$ cat src/rtl/id_ex_operand_stage.sv
// ID/EX pipeline register with MEM/WB operand forwarding and load-use hazard detection.
// Feeds final A, B and opcode to the 32-bit ALU.
module id_ex_operand_stage (
  input  logic        Clk,
  input  logic        Reset,
  input  logic        Stall,
  input  logic        Flush,
  input  logic        ID_Valid,
  input  logic [31:0] ID_ReadData1,
  input  logic [31:0] ID_ReadData2,
  input  logic [31:0] ID_Imm,
  input  logic [3:0]  ID_ALUControl,
  input  logic        ID_ALUSrc,
  input  logic [4:0]  ID_Rs,
  input  logic [4:0]  ID_Rt,
  input  logic [4:0]  ID_Rd,
  input  logic        ID_RegDst,
  input  logic        ID_RegWrite,
  input  logic        ID_MemRead,
  input  logic        ID_UsesRt,
  input  logic        MEM_RegWrite,
  input  logic [4:0]  MEM_WriteReg,
  input  logic [31:0] MEM_ALUResult,
  input  logic        WB_RegWrite,
  input  logic [4:0]  WB_WriteReg,
  input  logic [31:0] WB_WriteData,
  output logic [31:0] EX_A,
  output logic [31:0] EX_B,
  output logic [3:0]  EX_ALUControl,
  output logic [31:0] EX_StoreData,
  output logic [4:0]  EX_WriteReg,
  output logic        EX_RegWrite,
  output logic        EX_MemRead,
  output logic        EX_Valid,
  output logic        LoadUseHazard
);

  logic        valid_q, valid_d;
  logic [31:0] rd1_q, rd1_d;
  logic [31:0] rd2_q, rd2_d;
  logic [31:0] imm_q, imm_d;
  logic [3:0]  alu_ctrl_q, alu_ctrl_d;
  logic        alu_src_q, alu_src_d;
  logic [4:0]  rs_q, rs_d;
  logic [4:0]  rt_q, rt_d;
  logic [4:0]  write_reg_q, write_reg_d;
  logic        reg_write_q, reg_write_d;
  logic        mem_read_q, mem_read_d;

  logic [31:0] fwd_a, fwd_b;
  logic        mem_hit_a, wb_hit_a, mem_hit_b, wb_hit_b;

  // Next-state: flush clears to a bubble, stall holds, otherwise capture decode.
  always_comb begin
    valid_d     = valid_q;
    rd1_d       = rd1_q;
    rd2_d       = rd2_q;
    imm_d       = imm_q;
    alu_ctrl_d  = alu_ctrl_q;
    alu_src_d   = alu_src_q;
    rs_d        = rs_q;
    rt_d        = rt_q;
    write_reg_d = write_reg_q;
    reg_write_d = reg_write_q;
    mem_read_d  = mem_read_q;
    if (Flush) begin
      valid_d     = 1'b0;
      rd1_d       = '0;
      rd2_d       = '0;
      imm_d       = '0;
      alu_ctrl_d  = '0;
      alu_src_d   = 1'b0;
      rs_d        = '0;
      rt_d        = '0;
      write_reg_d = '0;
      reg_write_d = 1'b0;
      mem_read_d  = 1'b0;
    end else if (!Stall) begin
      valid_d     = ID_Valid;
      rd1_d       = ID_ReadData1;
      rd2_d       = ID_ReadData2;
      imm_d       = ID_Imm;
      alu_ctrl_d  = ID_ALUControl;
      alu_src_d   = ID_ALUSrc;
      rs_d        = ID_Rs;
      rt_d        = ID_Rt;
      write_reg_d = ID_RegDst ? ID_Rd : ID_Rt;
      // Bubbles must never write back or count as loads.
      reg_write_d = ID_RegWrite & ID_Valid;
      mem_read_d  = ID_MemRead & ID_Valid;
    end
  end

  // Pipeline register with synchronous reset taking priority over everything.
  always_ff @(posedge Clk) begin
    if (Reset) begin
      valid_q     <= 1'b0;
      rd1_q       <= '0;
      rd2_q       <= '0;
      imm_q       <= '0;
      alu_ctrl_q  <= '0;
      alu_src_q   <= 1'b0;
      rs_q        <= '0;
      rt_q        <= '0;
      write_reg_q <= '0;
      reg_write_q <= 1'b0;
      mem_read_q  <= 1'b0;
    end else begin
      valid_q     <= valid_d;
      rd1_q       <= rd1_d;
      rd2_q       <= rd2_d;
      imm_q       <= imm_d;
      alu_ctrl_q  <= alu_ctrl_d;
      alu_src_q   <= alu_src_d;
      rs_q        <= rs_d;
      rt_q        <= rt_d;
      write_reg_q <= write_reg_d;
      reg_write_q <= reg_write_d;
      mem_read_q  <= mem_read_d;
    end
  end

  // Forwarding muxes: MEM beats WB, register 0 is never forwarded.
  always_comb begin
    mem_hit_a = MEM_RegWrite && (MEM_WriteReg != 5'd0) && (MEM_WriteReg == rs_q);
    wb_hit_a  = WB_RegWrite && (WB_WriteReg != 5'd0) && (WB_WriteReg == rs_q);
    mem_hit_b = MEM_RegWrite && (MEM_WriteReg != 5'd0) && (MEM_WriteReg == rt_q);
    wb_hit_b  = WB_RegWrite && (WB_WriteReg != 5'd0) && (WB_WriteReg == rt_q);
    fwd_a = rd1_q;
    if (mem_hit_a)     fwd_a = MEM_ALUResult;
    else if (wb_hit_a) fwd_a = WB_WriteData;
    fwd_b = rd2_q;
    if (mem_hit_b)     fwd_b = MEM_ALUResult;
    else if (wb_hit_b) fwd_b = WB_WriteData;
  end

  // Output drive and load-use detection against the instruction now in decode.
  always_comb begin
    EX_A          = fwd_a;
    EX_B          = alu_src_q ? imm_q : fwd_b;
    EX_StoreData  = fwd_b;
    EX_ALUControl = alu_ctrl_q;
    EX_WriteReg   = write_reg_q;
    EX_RegWrite   = reg_write_q;
    EX_MemRead    = mem_read_q;
    EX_Valid      = valid_q;
    LoadUseHazard = valid_q && mem_read_q && (write_reg_q != 5'd0) && ID_Valid &&
                    ((ID_Rs == write_reg_q) || (ID_UsesRt && (ID_Rt == write_reg_q)));
  end

endmodule

$ cat config.mk
export PLATFORM = sky130hd
export DESIGN_NAME = id_ex_operand_stage
export DESIGN_NICKNAME = d
export VERILOG_FILES = /design/src/rtl/id_ex_operand_stage.sv
export SDC_FILE = /design/constraint.sdc
export NUM_CORES = 1
export LEC_CHECK = 0
export CORE_MARGIN = 10
export CORE_UTILIZATION = 40
export DETAILED_ROUTE_END_ITERATION = 10
export HOLD_SLACK_MARGIN = 0.15
export MAX_ROUTING_LAYER = met4
export PLACE_DENSITY = 0.88
export SLEW_MARGIN = 20
export SYNTH_ARGS = -nofsm -noshare
export SYNTH_HDL_FRONTEND = slang
export SYNTH_SLANG_ARGS = --single-unit
$ cat constraint.sdc
create_clock -name Clk -period 7.74 [get_ports Clk]
set_clock_uncertainty 0.1 [all_clocks]
set_input_delay 1.548 -clock Clk [delete_from_list [all_inputs] [get_ports Clk]]
set_output_delay 1.548 -clock Clk [all_outputs]
set_load 0.01 [all_outputs]
; Word level (Yosys, flattened, before mapping)
; Cells that the tools add are included.
; Widths: inputs -> output; s select.
[totals]
ff_bits = 119
latch_bits = 0
ramBits = 0
romBits = 0
output_inout_bits = 109
n_memories = 0
[classes]
addsub = 0
multipliers = 0
div = 0
n_lt_le_gt_ge = 0
eq_ne = 6
shifts = 0
n_mux = 6
n_bitwise = 2
reduce_logical = 16
[op_table]
columns = operator, n
row1 = $mux 32, 5
row2 = $eq 5x5->1, 6
row3 = $reduce_bool 5->1, 3
row4 = $logic_and 1x1->1, 11
row5 = $mux 5, 1
row6 = $and 1x1->1, 2
row7 = $reduce_or 2->1, 1
row8 = $logic_or 1x1->1, 1

; Logic depth before layout (Yosys ltp)
[depth]
word_depth = 6
depth_mapped = 7
ltp_nobuf = 5

; Worst setup path after synthesis
; OpenSTA, ideal clock, no wires.
[synth_timing]
path_kind = input -> output
from = in WB_WriteReg[1]
to = out EX_B[31]
arrival_time_ns = 3.133
required_time_ns = 6.092
setup_slack_ns = 2.959
stages = 6
path_buffers = 1
path_cell_list = or4_4 > o211ai_4 > buf_2 > o21ai_1 > a31oi_1 > mux2_2
[synth_via]
elab_chain_cells = 6
[synth_lines]
columns = item, line
row1 = start: declaration, 25  ; input logic [4:0] WB_WriteReg,
row2 = $reduce_bool 5->1, 128  ; wb_hit_b = WB_RegWrite && (WB_WriteReg != 5'd0) && (WB_WriteReg == rt_q);
row3 = $logic_and 1x1->1, 128
row4 = $logic_and 1x1->1 *, 128
row5 = $mux 32 *, 134  ; else if (wb_hit_b) fwd_b = WB_WriteData;
row6 = $mux 32 *, 133  ; if (mem_hit_b) fwd_b = MEM_ALUResult;
row7 = named net EX_StoreData[31], 30  ; output logic [31:0] EX_StoreData,
row8 = $mux 32 *, 140  ; EX_B = alu_src_q ? imm_q : fwd_b;
row9 = end: declaration, 28  ; output logic [31:0] EX_B,
; The timed path passes the listed nets; every way through them passes the cells marked *.

; Final worst setup path
[layout_timing]
from = in MEM_WriteReg[1]
to = out EX_A[12]
[layout_via]
elab_chain_cells = 4
[layout_lines]
columns = item, line
row1 = start: declaration, 22  ; input logic [4:0] MEM_WriteReg,
row2 = $reduce_bool 5->1, 125  ; mem_hit_a = MEM_RegWrite && (MEM_WriteReg != 5'd0) && (MEM_WriteReg == rs_q);
row3 = $logic_and 1x1->1, 125
row4 = $logic_and 1x1->1 *, 125
row5 = $mux 32 *, 130  ; if (mem_hit_a) fwd_a = MEM_ALUResult;
row6 = end: declaration, 27  ; output logic [31:0] EX_A,
; Every way passes the cells marked *; elsewhere a longest branch is shown, timed or not.

==> impl_results.md <==
* Reg-to-Reg Start: alu_src_q
* Aggregate routed wire length at 25300 microns
* First-pass GRT wire length at 39000 microns
* Sum of net half-perimeters after detailed placement at 18600 microns
* Area share of the leading cell type in the synthesized netlist at 33.7%
* List of most frequent post-synthesis cells: sky130_fd_sc_hd__nor2_1 (157), sky130_fd_sc_hd__mux2i_1 (148), sky130_fd_sc_hd__dfxtp_1 (119), sky130_fd_sc_hd__a21oi_1 (39), sky130_fd_sc_hd__clkbuf_1 (34)
* Area inside the core boundary at 0.0173 sq mm
* Library cell appearing most often on the critical path: sky130_fd_sc_hd__clkdlybuf4s50_1
* Clk buf depth at 2
* TritonCTS buffer count at 17
* Count of hold buffers inserted by post-cts repair at 0
* Power consumption at 0.00180 W
* Post-route cell area at 0.0108 sq mm
* Antenna violations before repair at 2
* Yosys cell types at 31
* Worst path required time at approximately 6.1 ns
* Num ports at 310
* Cell Area, Synth at 0.00706 sq mm
* Detailed Routing Iterations Pass 1 at 5
* Ys flop type: sky130_fd_sc_hd__dfxtp_1
* Number of pins exceeding their max-slew limit in the final report at 0
* F_max at 158 MHz
* Number of nets in the layout at approximately 1200
* Slowest stage cell on the critical path: sky130_fd_sc_hd__or4_2
* Net Count, Synth at around 1000
* Peak supply drop at 150 uV
* Worst setup path startpoint: MEM_WriteReg[1]
* Ratio of cells with drive above 1 in the final layout at 10.8%
* Cell count of the worst hold path at 2
* DIE AREA at 0.0234 sq mm
* WHS Endpoint: rd2_q[20]
* Setup slack of the most critical reg-to-reg path at 6.32 ns
* Yosys Warn Count at 0
* Vias/cell at 5.13
* Max-capacitance violation count at 0
* Most instantiated library cell after synthesis: sky130_fd_sc_hd__nor2_1
* Share of synthesized flip-flops with an asynchronous set or reset at 0%
* Kind of launch point of the worst setup path: primary input
* Sequential share of the synthesized area at about 34%
* Setup_tns at 0 ns
* Type of element capturing the critical path: output port
* TritonCTS clock tree: built
* Residual DRC count at 0
* Power Density at ~170 mW/mm^2
* # resized after CTS at 0
* Tightest Hold Check Type: flop to flop
* Routed vias at 6597
* Instance area at placement at 0.0102 sq mm
* Maximum number of pins on one net before global-route repair at about 70
* Data arrival time at the worst-slack endpoint at 4.67 ns
* Largest stage delay on the critical path at 0.81 ns
* EDFF count, synth at 0
* Detailed Route Iter0 Violations at 275
* Cells after Synth at roughly 770
* Worst-path cell chain: clkdlybuf4s50_1 > or4_4 > o21ai_0 > or4_2 > buf_4 > nor2_1 > a21oi_1 > clkdlybuf4s50_1
* Unrepaired setup endpoints after global routing: no
* P&R area growth vs syn at 53.2%
* Worst slew slack as a fraction of its limit at 26.5%
* Worst r2r dst: alu_src_q
* Flip-flop and latch count after synthesis at 119
* Run status: completed
* Clock root buffer: sky130_fd_sc_hd__clkbuf_16
* Worst skew pair latency at 0.41 ns
* Total leakage power at roughly 4.1 nW
* Routability congestion estimate at about 0.91
* Source of the worst hold timing path: rd2_q[20]
* Input/output buffers at 309
* Total global routing overflow at 0
* Biggest area consumer among synthesized cells: sky130_fd_sc_hd__dfxtp_1
* CTS sink count at 119
* Die outline height at 153 microns
* Register clock-pin slew on the reported worst setup and hold paths at roughly 0.050 ns
* Vias in the first global route at 7024
* Die Wd at 153 microns
* # H-tree levels at 4
* Class of the most critical setup path: primary input to output port
* Synth area leaders: sky130_fd_sc_hd__dfxtp_1 (34%), sky130_fd_sc_hd__mux2i_1 (21%), sky130_fd_sc_hd__a31oi_4 (9.0%)
* Number of hold violations in the final report at 0
* Final count of negative-setup-slack endpoints at 0
* Starting utilization of the core area at 40.8%
* Number of rows in the core area at 48
* CP Max Fanout at 51
* Least-Margin Pin Slew at around 1.1 ns
* Residual antenna-violating net count after detailed routing at 0
* Crit path buffers/inverters at 3
* Post-route clock period utilization at 81.6%
* Syn Area/Cell at 9.16 sq um
* Post-DR wirelength/cell at 19.7 microns
* Setup Fix Bufs, Post-CTS at 0
* Category of cells accounting for the largest share of critical-path delay: simple AND/OR/NAND/NOR gates
* Global-route total usage across every layer at 21.3%
* Count of cells along the worst register-to-register path at 2
* Minimum clock period at 6.32 ns
==> registers in the layout (all words and copies together) (netlist names), 4 cells and up <==
signal and count:
EX_ALUControl 4, EX_WriteReg 5, imm_q 32, rd1_q 32, rd2_q 32, rs_q 5
rt_q 5
==> layer usage <==
| metal | track usage, % | wire, microns | vias to the layer above |
|---|---|---|---|
| met5 | - | 0 | - |
| met4 | 8.49 | 662 | 0 |
| met3 | 5.72 | 1540 | 38 |
| met2 | 36.5 | 12800 | 243 |
| met1 | 23.0 | 10300 | 3086 |
| li1 | - | - | 3230 |
==> worst max path at each step <==
stage               slack, ns        to  cells after the start
finish                   1.42  EX_A[12]                      8
global placement         1.48  EX_A[15]                      7
CTS                      1.40  EX_A[12]                      8
detailed placement       1.41  EX_A[12]                      8
global route             1.22  EX_A[11]                      8
floorplan                2.96  EX_B[31]                      6
==> worst register-to-register path, stage by stage, from the launching register on <==
cell                      delay [ns]
sky130_fd_sc_hd__dfxtp_2        0.97
sky130_fd_sc_hd__mux2i_1        0.17
sky130_fd_sc_hd__nor2_1         0.12
==> stage by stage <==
step           util (%)  hold slack, ns  setup WS, ns  std cells
2_1_floorplan         -           0.358          2.96        771
3_3_place_gp       59.1           0.369          1.48       1251
3_5_place_dp       59.1           0.380          1.41       1251
4_1_cts            62.5           0.393          1.40       1283
5_1_grt            62.5           0.419          1.22       1285
6_report           62.5           0.387          1.42       1286
==> where the power goes <==
group	internal [W]	total [W]	leakage (nW)	switching (W)
Sequential	0.000633	0.000648	0.970	0.0000152
Clock	0.000497	0.000795	0.280	0.000298
Combinational	0.000209	0.000358	2.89	0.000148
Total	0.00134	0.00180	4.14	0.000462
==> cell type report <==
class                           count  area, sq um
Timing Repair Buffer              319         3170
Tap cell                          225          282
Sequential cell                   119         2380
Multi-Input combinational cell    556         4260
Antenna cell                        3         7.51
Clock inverter                     12          126
Fill cell                        1409         6480
Inverter                           32          120
Clock buffer                       20          467
==> cell usage in the layout (no fill, tap or decap), types with 2 or more instances in the layout <==
master	count
sky130_fd_sc_hd__mux2_2	32
sky130_fd_sc_hd__inv_1	32
sky130_fd_sc_hd__nor2_1	157
sky130_fd_sc_hd__or2_4	2
sky130_fd_sc_hd__a21oi_1	39
sky130_fd_sc_hd__bufinv_16	2
sky130_fd_sc_hd__a31oi_1	2
sky130_fd_sc_hd__clkbuf_16	17
sky130_fd_sc_hd__xnor2_1	19
sky130_fd_sc_hd__clkinv_2	4
sky130_fd_sc_hd__clkbuf_8	3
sky130_fd_sc_hd__dfxtp_1	118
sky130_fd_sc_hd__o21ai_1	32
sky130_fd_sc_hd__a31oi_4	30
sky130_fd_sc_hd__nand4_1	3
sky130_fd_sc_hd__diode_2	3
sky130_fd_sc_hd__or4_4	2
sky130_fd_sc_hd__or3_1	32
sky130_fd_sc_hd__buf_4	10
sky130_fd_sc_hd__mux2i_1	148
sky130_fd_sc_hd__nand3_1	3
sky130_fd_sc_hd__clkdlybuf4s50_1	308
sky130_fd_sc_hd__nor3_1	33
sky130_fd_sc_hd__o211ai_4	2
sky130_fd_sc_hd__a22oi_1	2
sky130_fd_sc_hd__xor2_1	11
sky130_fd_sc_hd__clkinvlp_4	5
==> kinds of logic (layout without fill, tap and decap cells) <==
logic type	Yosys count	count (layout)	synth area share, %
multiplexers	180	180	26.1
flip-flops	119	119	33.7
XOR/XNOR	30	30	3.72
AND/OR/NAND/NOR	237	237	15.1
AO/OA/AOI/OAI	109	109	15.3
other	0	3	0
buffers and inverters	96	383	6.13
Note: power is estimated with default switching activity, not from simulation.
